--- config.mk ---
export PLATFORM = sky130hd
export DESIGN_NAME = min_sec_counter
export DESIGN_NICKNAME = d
export VERILOG_FILES = /design/src/rtl/min_sec_counter.sv
export SDC_FILE = /design/constraint.sdc
export NUM_CORES = 1
export LEC_CHECK = 0
export BUFFER_PORTS_ARGS = -buffer_cell sky130_fd_sc_hd__clkbuf_2
export CAP_MARGIN = 15
export CELL_PAD_IN_SITES_DETAIL_PLACEMENT = 1
export CELL_PAD_IN_SITES_GLOBAL_PLACEMENT = 1
export CORE_MARGIN = 2
export CORE_UTILIZATION = 25
export DETAILED_ROUTE_END_ITERATION = 16
export HOLD_SLACK_MARGIN = 0.12
export PLACE_DENSITY = 0.55
export SYNTH_ARGS = -nofsm -noshare
export SYNTH_HDL_FRONTEND = slang
export SYNTH_SLANG_ARGS = --single-unit
--- constraint.sdc ---
create_clock -name i_clk -period 2.1 [get_ports i_clk]
set_input_delay 0.21 -clock i_clk [delete_from_list [all_inputs] [get_ports i_clk]]
set_output_delay 0.21 -clock i_clk [all_outputs]
set_load 0.005 [all_outputs]
--- src/rtl/min_sec_counter.sv ---
// Stopwatch counting stage: self-timed 1 s prescaler, 00:00..59:59 count, run/pause/clear buttons.
// Optional lap-hold display snapshot is enabled by defining LAP_HOLD_EN.
module min_sec_counter #(
    parameter int TICK_DIV = 100_000_000
) (
    input  logic       i_clk,
    input  logic       i_reset,
    input  logic       i_run_btn,
    input  logic       i_clear_btn,
`ifdef LAP_HOLD_EN
    input  logic       i_lap_btn,
`endif
    output logic [5:0] o_min,
    output logic [5:0] o_sec,
    output logic       o_running,
    output logic       o_wrap
);

    typedef enum logic [1:0] {
        IDLE  = 2'd0,
        RUN   = 2'd1,
        PAUSE = 2'd2
    } state_t;

    localparam logic [26:0] TICK_LAST = 27'(TICK_DIV - 1);

    state_t      state;
    logic [26:0] presc;
    logic [5:0]  min_cnt;
    logic [5:0]  sec_cnt;

    // {prev, sync2, sync1} per button
    logic [2:0]  run_sh;
    logic [2:0]  clr_sh;
    logic        run_edge;
    logic        clr_edge;

    assign run_edge = run_sh[1] & ~run_sh[2];
    assign clr_edge = clr_sh[1] & ~clr_sh[2];

`ifdef LAP_HOLD_EN
    logic [2:0]  lap_sh;
    logic        lap_edge;
    logic        hold;
    logic [5:0]  snap_min;
    logic [5:0]  snap_sec;

    assign lap_edge = lap_sh[1] & ~lap_sh[2];
    assign o_min    = hold ? snap_min : min_cnt;
    assign o_sec    = hold ? snap_sec : sec_cnt;
`else
    assign o_min    = min_cnt;
    assign o_sec    = sec_cnt;
`endif

    always_ff @(posedge i_clk) begin
        if (!i_reset) begin
            state     <= IDLE;
            presc     <= '0;
            min_cnt   <= '0;
            sec_cnt   <= '0;
            o_running <= 1'b0;
            o_wrap    <= 1'b0;
            run_sh    <= '0;
            clr_sh    <= '0;
`ifdef LAP_HOLD_EN
            lap_sh    <= '0;
            hold      <= 1'b0;
            snap_min  <= '0;
            snap_sec  <= '0;
`endif
        end else begin
            run_sh <= {run_sh[1:0], i_run_btn};
            clr_sh <= {clr_sh[1:0], i_clear_btn};
`ifdef LAP_HOLD_EN
            lap_sh <= {lap_sh[1:0], i_lap_btn};
`endif
            o_wrap <= 1'b0;

            // Clear outranks a run edge arriving in the same cycle.
            if (clr_edge) begin
                state     <= IDLE;
                o_running <= 1'b0;
                presc     <= '0;
                min_cnt   <= '0;
                sec_cnt   <= '0;
`ifdef LAP_HOLD_EN
                hold      <= 1'b0;
`endif
            end else begin
                case (state)
                    IDLE: begin
                        if (run_edge) begin
                            state     <= RUN;
                            o_running <= 1'b1;
                        end
                    end
                    RUN: begin
                        if (run_edge) begin
                            state     <= PAUSE;
                            o_running <= 1'b0;
                        end
                        if (presc == TICK_LAST) begin
                            presc <= '0;
                            if (sec_cnt == 6'd59) begin
                                sec_cnt <= '0;
                                if (min_cnt == 6'd59) begin
                                    min_cnt <= '0;
                                    o_wrap  <= 1'b1;
                                end else begin
                                    min_cnt <= min_cnt + 6'd1;
                                end
                            end else begin
                                sec_cnt <= sec_cnt + 6'd1;
                            end
                        end else begin
                            presc <= presc + 27'd1;
                        end
`ifdef LAP_HOLD_EN
                        // Snapshot captures the value on display before this edge.
                        if (lap_edge) begin
                            hold <= ~hold;
                            if (!hold) begin
                                snap_min <= min_cnt;
                                snap_sec <= sec_cnt;
                            end
                        end
`endif
                    end
                    PAUSE: begin
                        if (run_edge) begin
                            state     <= RUN;
                            o_running <= 1'b1;
                        end
                    end
                    default: begin
                        state     <= IDLE;
                        o_running <= 1'b0;
                    end
                endcase
            end
        end
    end

endmodule

Word level (Yosys, flattened, before mapping). Index checks and enable logic that the tools add are counted.

Register bits: 49. Bits in latches: 0. Bits in writable memories: 0. Memory bits (read-only): 0. Input bits: 4. Logic and storage cells: 43. Memories: 0.

Add/sub/neg operators: 3. $mul: 0. Div/mod/pow operators: 0. Order comparisons: 0. Equal/unequal tests: 7. Shift operators: 0. Mux-type cells: 10. Bitwise logic cells: 8. Reduce and logical (&&, ||, !) cells: 7.

Operators with widths (count): adder 27 x 1 -> 27 bit, second input constant (1); equality test 27 bit, second input constant (1); 2-to-1 mux 27 bit (1); adder 6 x 1 -> 6 bit, second input constant (2); equality test 6 bit, second input constant (2); 2-to-1 mux 6 bit (2); inverter 1 bit (6); OR reduction 5 bit (1); 2-to-1 mux 2 bit (2); one-hot mux 2 bit (2 select lines) (1); AND reduction 2 bit (2); OR reduction 2 bit (2); 2-to-1 mux 1 bit (3); AND reduction 3 bit (1); AND 1 bit (2); equality test 2 x 1 -> 1 bit, second input constant (1); equality test 2 bit, second input constant (1); zero test 2 bit (1); != test 2 x 1 -> 1 bit, second input constant (1); != test 2 bit, second input constant (1); one-hot mux 1 bit (2 select lines) (1).

Depth between registers and ports, before layout. Gate-level depths: netlist (run 1).

Depth after elaboration: 4. Gate-level depth with buffers: 7. Gate-level depth less buffers: 5.

Worst setup path after synthesis (run 1). Ideal clock, no wire load.

Path type: register -> register. From: register presc[0]. To: register sec_cnt[5], in the netlist o_sec[5]. Setup time: 70 ps. Arrival time: 1682 ps. Path slack: 348 ps. Stages on the path, launching flop included: 7. Cell sequence: dfxtp_1 > ha_1 > and4b_1 > buf_2 > nand4_2 > or4_1 > a21oi_1.

Word-level cells in the longest chain between the ends: 2.

RTL lines: start: declaration (RTL line 28) `logic [26:0] presc;`; start signal: assignment (RTL line 117) `presc <= presc + 27'd1;`; equality test 27 bit (RTL line 103) `if (presc == TICK_LAST) begin`; AND reduction 2 bit (no line); end signal: assignment (RTL line 114) `sec_cnt <= sec_cnt + 6'd1;`; end: declaration (RTL line 30) `logic [5:0] sec_cnt;`.

No other way between the ends. A chain may end at the register's enable or synchronous reset.

Worst setup path after layout (run 1). Same ends and word-level chain as after synthesis.

==> flow_summary.toml, run 1 <==
[yosys]
avgSynthCellArea_um2 = 9.08
seq_area_frac_synth = 0.407
synthCells = 260
async_reset_ff_frac = 0
synth_fp_nets = 267
syn-cell-area_um2 = 2360
synth_edf_count = 0
synth-warning-count = 0
synthFlopType = "dfxtp_1"
ys_seq_elements = 48
synth_cell_types = 51

[global_routing]
grt_pass1_wl_um = 9790
antenna_found_initial = 0
first_global_vias = 2009
globalRoute.totalOverflow = 0
grt_max_degree = 16
track_usage = 0.119

[sta]
setup_viol = 0
clock_skew_ns = 0.00553
finalMaxSlewViolations = 0
rsz0062_at_grt = "no"
period_minus_slack_ns = 1.95
max_freq_ghz = 0.513
timing.final.hold_violations = 0
fin_setup_tns_ns = 0
period_share = 0.929
max_slew.worst_pin.slew_ns = 0.477
hold_ws_ns = 0.232
slew_headroom = 0.681

[route]
via_per_inst = 5.17
vias = 2042
drt_wl_total_um = 5810
drc = 0
drtAntennaViolNets = 0
first_pass_iters = 4
drtIter0Drc = 53
wl_per_cell_um = 14.7

[final_layout]
antennaDiodeCount = 0
mostFrequentLayoutCell = "dfxtp_1"
fill_cells = 1087
seq_area_um2 = 961
drive_gt1_frac = 0.180
fin_nets = 291
final_cells = 395
final_util = 0.295
multi_input_area_um2 = 1300
layout_common_cells = "48 x dfxtp_1, 17 x nand2_1, 17 x nor2_1, 17 x clkbuf_2, 15 x a21oi_1"
syn_to_final_growth_pct = 14.8

[clocking]
clk_path_buf_depth = 2
path_clk_slew_ns = 0.09
cts-buffers-inserted = 5
htree_levels = 2
cts_tree = "done"
cts-root-buf = "clkbuf_8"
clkLatencyLatePin_ns = 0.30
cts.sinks = 48

[setup_path]
worstPathRequired_ns = 2.34
crit_path_top_delay_cell = "or4_1"
arrival_ns = 2.19
critical_path.cell_chain = "ha_1, and4b_1, nand4_2, or4_1, a21oi_1"
cp-end-kind = "flip-flop"
worst-path-max-fanout = 8
slowest_delay_ns = 0.53
crit_path_start_kind = "flip-flop"
path_class = "flip-flop to flip-flop"

[flow_run]
drv_cap = 0

[power]
cellLeakagePower_nw = 0.982
power_density_nw_per_um2 = 582
vdd_drop_max_mv = 0.239

[die]
die_w_um = 101
pin_count = 18
die-height_um = 101
start_util = 0.257
row_count = 35
coreArea_um2 = 9200
die_area_um2 = 10200

[placement]
dp_hpwl_um = 4240
dp_cells = 385
gp_congestion = 0.743
io_buffers = 17

[min_path]
hold_path.class = "input port to flip-flop"

[run_status]
status = "complete, no violations"
[layer usage]
| layer | vias up | GRT usage | part of all wire |
|---|---|---|---|
| met4 | 0 | 0.0312 | 0.012 |
| met1 | 1002 | 0.159 | 0.52 |
| met3 | 6 | 0.0248 | 0.020 |
| met5 | - | 0 | 0 |
| li1 | 1020 | - | - |
| met2 | 14 | 0.195 | 0.45 |
[power breakdown]
part           internal, mW  switching, mW  total, mW
combinational        0.0245         0.0321     0.0566
sequential            0.916        0.00347      0.920
clock                 0.294          0.306      0.600
total                  1.23          0.342       1.58
[layout make-up]
cell class,count,share of cell area
multi-input cells,193,0.480
flip-flops and latches,48,0.355
repair buffers,31,0.0720
well taps,111,0.0512
clock buffers,7,0.0355
inverters,5,0.00693
[worst paths after layout]
check	slack, ns	endpoint	depth (start not counted)	from
max	0.15	o_sec[5]$_SDFFE_PP0P_	5	presc[0]$_SDFFE_PP0N_
min	0.23	clr_sh[0]$_SDFF_PN0_	2	i_reset
max reg2reg	0.15	o_sec[5]$_SDFFE_PP0P_	5	presc[0]$_SDFFE_PP0N_
min reg2reg	0.44	run_sh[1]$_SDFF_PN0_	1	run_sh[0]$_SDFF_PN0_
[per-stage QoR]
stage	area, µm²	power, mW	worst slack [ns]
floorplan	2360	0.973	0.348
global placement	2570	0.995	0.174
detailed placement	2570	0.995	0.129
CTS	2690	1.61	0.118
global route	2710	1.65	0.0302
finish	2710	1.58	0.150
[registers in the layout, summed over array words and instances, names as in the netlist]
signal	count
clr_sh	3
o_min	6
o_running	1
o_sec	6
o_wrap	1
presc	27
run_sh	3
state	1
[cell usage after synthesis (2+ instances only)]
cell type  number  area [µm²]
dfxtp_1        48         961
nand2_1        17        63.8
nor2_1         17        63.8
a21oi_1        15        75.1
nand3_1        13        65.1
nand4_1        13        81.3
o21ai_0        11        55.1
or3_1          10        62.6
or4_1          10        75.1
xor2_1         10        87.6
o31ai_1         8        60.1
and2_1          7        43.8
clkbuf_1        6        22.5
inv_1           5        18.8
mux2i_1         5        50.1
and3_1          4        25.0
and4b_1         4        40.0
buf_2           4        20.0
a211oi_1        3        22.5
and4_1          3        26.3
ha_1            3        37.5
nor2b_1         3        18.8
o211ai_1        3        22.5
o21a_1          3        22.5
a41oi_1         2        17.5
and3_2          2        15.0
and4_2          2        20.0
nand4_2         2        25.0
nor3_1          2        10.0
nor4_1          2        12.5
o211a_1         2        20.0
xnor2_1         2        17.5
[timing repair]
| item | in CTS | in global routing |
|---|---|---|
| hold buffers | 2 | 0 |
| setup endpoints to repair | 0 | 17 |
| setup buffers | 0 | 1 |
| hold endpoints to repair | 2 | 0 |
| resized for setup | 0 | 2 |
[cell families after synthesis]
| group | after synthesis | share of synthesized area |
|---|---|---|
| AOI/OAI and AO/OA | 55 | 0.153 |
| xor gates and xnor gates | 12 | 0.0445 |
| adders and majority gates | 3 | 0.0159 |
| buffers and inverters | 19 | 0.0477 |
| DFF | 48 | 0.407 |
| muxes | 5 | 0.0212 |
| and+or+nand+nor | 118 | 0.311 |
[critical path: cells and delay by family (launching register included)]
family	cells	cell delay, ns
adders and majority gates	1	0.28
and+or+nand+nor	3	1.08
DFF	1	0.39
AOI/OAI and AO/OA	1	0.15
Power figures use the tool's default switching activity.
==> inputs of run 2 (changes only) <==
--- a/config.mk
+++ b/config.mk
@@ -5,6 +5,7 @@
 export SDC_FILE = /design/constraint.sdc
 export NUM_CORES = 1
 export LEC_CHECK = 0
+export ABC_AREA = 1
 export BUFFER_PORTS_ARGS = -buffer_cell sky130_fd_sc_hd__clkbuf_2
 export CAP_MARGIN = 15
 export CELL_PAD_IN_SITES_DETAIL_PLACEMENT = 1
@@ -12,8 +13,9 @@
 export CORE_MARGIN = 2
 export CORE_UTILIZATION = 25
 export DETAILED_ROUTE_END_ITERATION = 16
-export HOLD_SLACK_MARGIN = 0.12
-export PLACE_DENSITY = 0.55
+export HOLD_SLACK_MARGIN = 0.05
+export PLACE_DENSITY = 0.58
 export SYNTH_ARGS = -nofsm -noshare
 export SYNTH_HDL_FRONTEND = slang
 export SYNTH_SLANG_ARGS = --single-unit
+export TNS_END_PERCENT = 5
==> run 2 against run 1 <==
Clock-buffer cell count unchanged. Synthesized cell count rose by 43%. Clock skew down 0.0026 ns. Global-route usage rose by 0.96 points. Fmax rose by 14%. Power is 0.79% higher. Sequential power about the same. Register-to-register slack improved by 0.25 ns. Area after synthesis is 7.5% higher. Combinational power increased by 2%. Sequential cell count unchanged. Non-clock buffer count fell by 9. Highest routed layer unchanged.
==> flow_summary.toml, run 2 <==
[run_status]
status = "complete, no violations"

[setup_path]
crit_family = "simple AND/OR/NAND/NOR gates"
critical_path.cell_chain = "ha_1, nand3_2, inv_2, nand2_2, nor2_8, nand2_4, nand2_4, inv_2, nand2_1, nor2_1"
path_class = "flip-flop to flip-flop"
slowest_delay_ns = 0.37
worstPathRequired_ns = 2.30
r2r.worst_path.cells = 10
crit_path_start_kind = "flip-flop"
r2r_slack_ns = 0.40
critPathBufInv = 2
arrival_ns = 1.90
cp.depth = 10
cp-end-kind = "flip-flop"
critPathCapture = "presc[22]$_SDFFE_PP0N_"
r2r_end = "presc[22]$_SDFFE_PP0N_"
worst-path-max-fanout = 16
crit_start = "presc[0]$_SDFFE_PP0N_"
rr_startpoint = "presc[0]$_SDFFE_PP0N_"
crit_path_top_delay_cell = "dfxtp_1"

[route]
drc = 0
drtAntennaViolNets = 0
via_per_inst = 4.40
first_pass_iters = 4
drtIter0Drc = 55
vias = 2322
drt_wl_total_um = 6480
wl_per_cell_um = 12.3

[yosys]
synth_area_leaders = "dfxtp_1 38%, nand2_1 14%, nor2_1 8.3%"
synth_fp_nets = 378
yosysMostFrequentCell = "nand2_1"
synth_top_area_cell = "dfxtp_1"
ys_top_cells_by_count = "93 x nand2_1, 56 x nor2_1, 48 x dfxtp_1"
avgSynthCellArea_um2 = 6.84
synthCells = 371
async_reset_ff_frac = 0
synth-warning-count = 0
synth_cell_types = 31
synth_edf_count = 0
synthFlopType = "dfxtp_1"
ys_seq_elements = 48
seq_area_frac_synth = 0.379
syn-cell-area_um2 = 2540
synth_top_area_frac = 0.379

[sta]
max_freq_ghz = 0.587
setup_viol = 0
slew_headroom = 0.675
finalMaxSlewViolations = 0
rsz0062_at_grt = "no"
hold_ws_ns = 0.0830
timing.final.hold_violations = 0
clock_skew_ns = 0.00295
period_share = 0.811
fin_setup_tns_ns = 0
max_slew.worst_pin.slew_ns = 0.484
period_minus_slack_ns = 1.70

[flow_run]
drv_cap = 0

[clocking]
clk_path_buf_depth = 2
path_clk_slew_ns = 0.09
cts_resized = 0
ctsHoldBuffers = 0
cts_setup_buffers = 0
cts-buffers-inserted = 5
clkLatencyLatePin_ns = 0.30
cts.sinks = 48
htree_levels = 2
cts_tree = "done"
cts-root-buf = "clkbuf_8"

[global_routing]
antenna_found_initial = 0
grt_max_degree = 17
globalRoute.totalOverflow = 0
track_usage = 0.128
grt_pass1_wl_um = 11600
first_global_vias = 2439

[power]
power_density_nw_per_um2 = 551
power.total_mw = 1.59
vdd_drop_max_mv = 0.223
cellLeakagePower_nw = 1.21

[placement]
io_buffers = 17
gp_congestion = 0.734
dpl-instance-area_um2 = 2790
dp_hpwl_um = 5020

[final_layout]
mostFrequentLayoutCell = "nand2_1"
largest_reg_flops = 27
finalInstanceArea_um2 = 2890
layout_common_cells = "93 x nand2_1, 56 x nor2_1, 48 x dfxtp_1"
top_register = "presc"
fin_nets = 402
drive_gt1_frac = 0.147
antennaDiodeCount = 0
syn_to_final_growth_pct = 13.8

[min_path]
hold_path.class = "input port to flip-flop"

[die]
row_count = 36
die_area_um2 = 11000
start_util = 0.258
coreArea_um2 = 9820
die-height_um = 105
die_w_um = 105
pin_count = 18
[run 2: cell types whose count changed after synthesis, moves of 9 or more]
| cell | previous run | this run |
|---|---|---|
| nand2_1 | 17 | 93 |
| nor2_1 | 17 | 56 |
| nand3_1 | 13 | 33 |
| inv_1 | 5 | 45 |
| nor3_1 | 2 | 11 |
| or3_1 | 10 | 0 |
| or4_1 | 10 | 0 |
[run 2: worst min-delay path by stage]
| stage | start | to | depth (start not counted) |
|---|---|---|---|
| 2_1_floorplan | i_reset | clr_sh[0]$_SDFF_PN0_ | 2 |
| 3_3_place_gp | i_run_btn | run_sh[0]$_SDFF_PN0_ | 3 |
| 3_5_place_dp | i_run_btn | run_sh[0]$_SDFF_PN0_ | 3 |
| 4_1_cts | i_run_btn | run_sh[0]$_SDFF_PN0_ | 3 |
| 5_1_grt | i_run_btn | run_sh[0]$_SDFF_PN0_ | 3 |
| 6_report | i_clear_btn | clr_sh[0]$_SDFF_PN0_ | 3 |
[run 2: final cells by class]
type	instances	area (µm²)
Fill cell	1303	6930
Multi-Input combinational cell	267	1350
Sequential cell	48	961
Inverter	51	191
Tap cell	133	166
Timing Repair Buffer	22	123
Clock buffer	7	96.3
[run 2: logic make-up (layout without fill, tap and decap cells)]
kind of cell | after synthesis | in the layout | synth area share
AO/OA/AOI/OAI | 23 | 23 | 0.0478
XOR/XNOR | 14 | 14 | 0.0483
adder cells (fa/ha/maj) | 3 | 3 | 0.0148
buffers and inverters | 56 | 80 | 0.0897
flip-flops | 48 | 48 | 0.379
AND/OR/NAND/NOR | 227 | 227 | 0.421
[run 2: per-stage QoR]
step / setup slack (ns) / util / instances
detailed placement: 0.402 / 0.284 / 521
global route: 0.216 / 0.294 / 528
CTS: 0.371 / 0.294 / 528
global placement: 0.456 / 0.284 / 521
finish: 0.397 / 0.294 / 528
floorplan: 0.669 / - / 371
[run 2: report_power, final]
part           switching, mW  leakage [nW]  internal [mW]
Combinational         0.0414         0.770         0.0161
Clock                  0.316        0.0503          0.294
Sequential           0.00394         0.388          0.918
[run 2: layer usage]
layer / global-route usage / wire (µm) / up-vias
met5: 0 / 0 / -
met4: 0.0343 / 58 / 0
met3: 0.0225 / 164 / 5
met2: 0.221 / 3060 / 20
met1: 0.164 / 3190 / 1081
li1: - / - / 1216
[run 2: worst register-to-register path, cell delays in order (launching register included)]
cell     delay, ns
dfxtp_1       0.37
ha_1          0.20
nand3_2       0.16
inv_2         0.11
nand2_2       0.09
nor2_8        0.17
nand2_4       0.08
nand2_4       0.20
inv_2         0.10
nand2_1       0.08
nor2_1        0.04
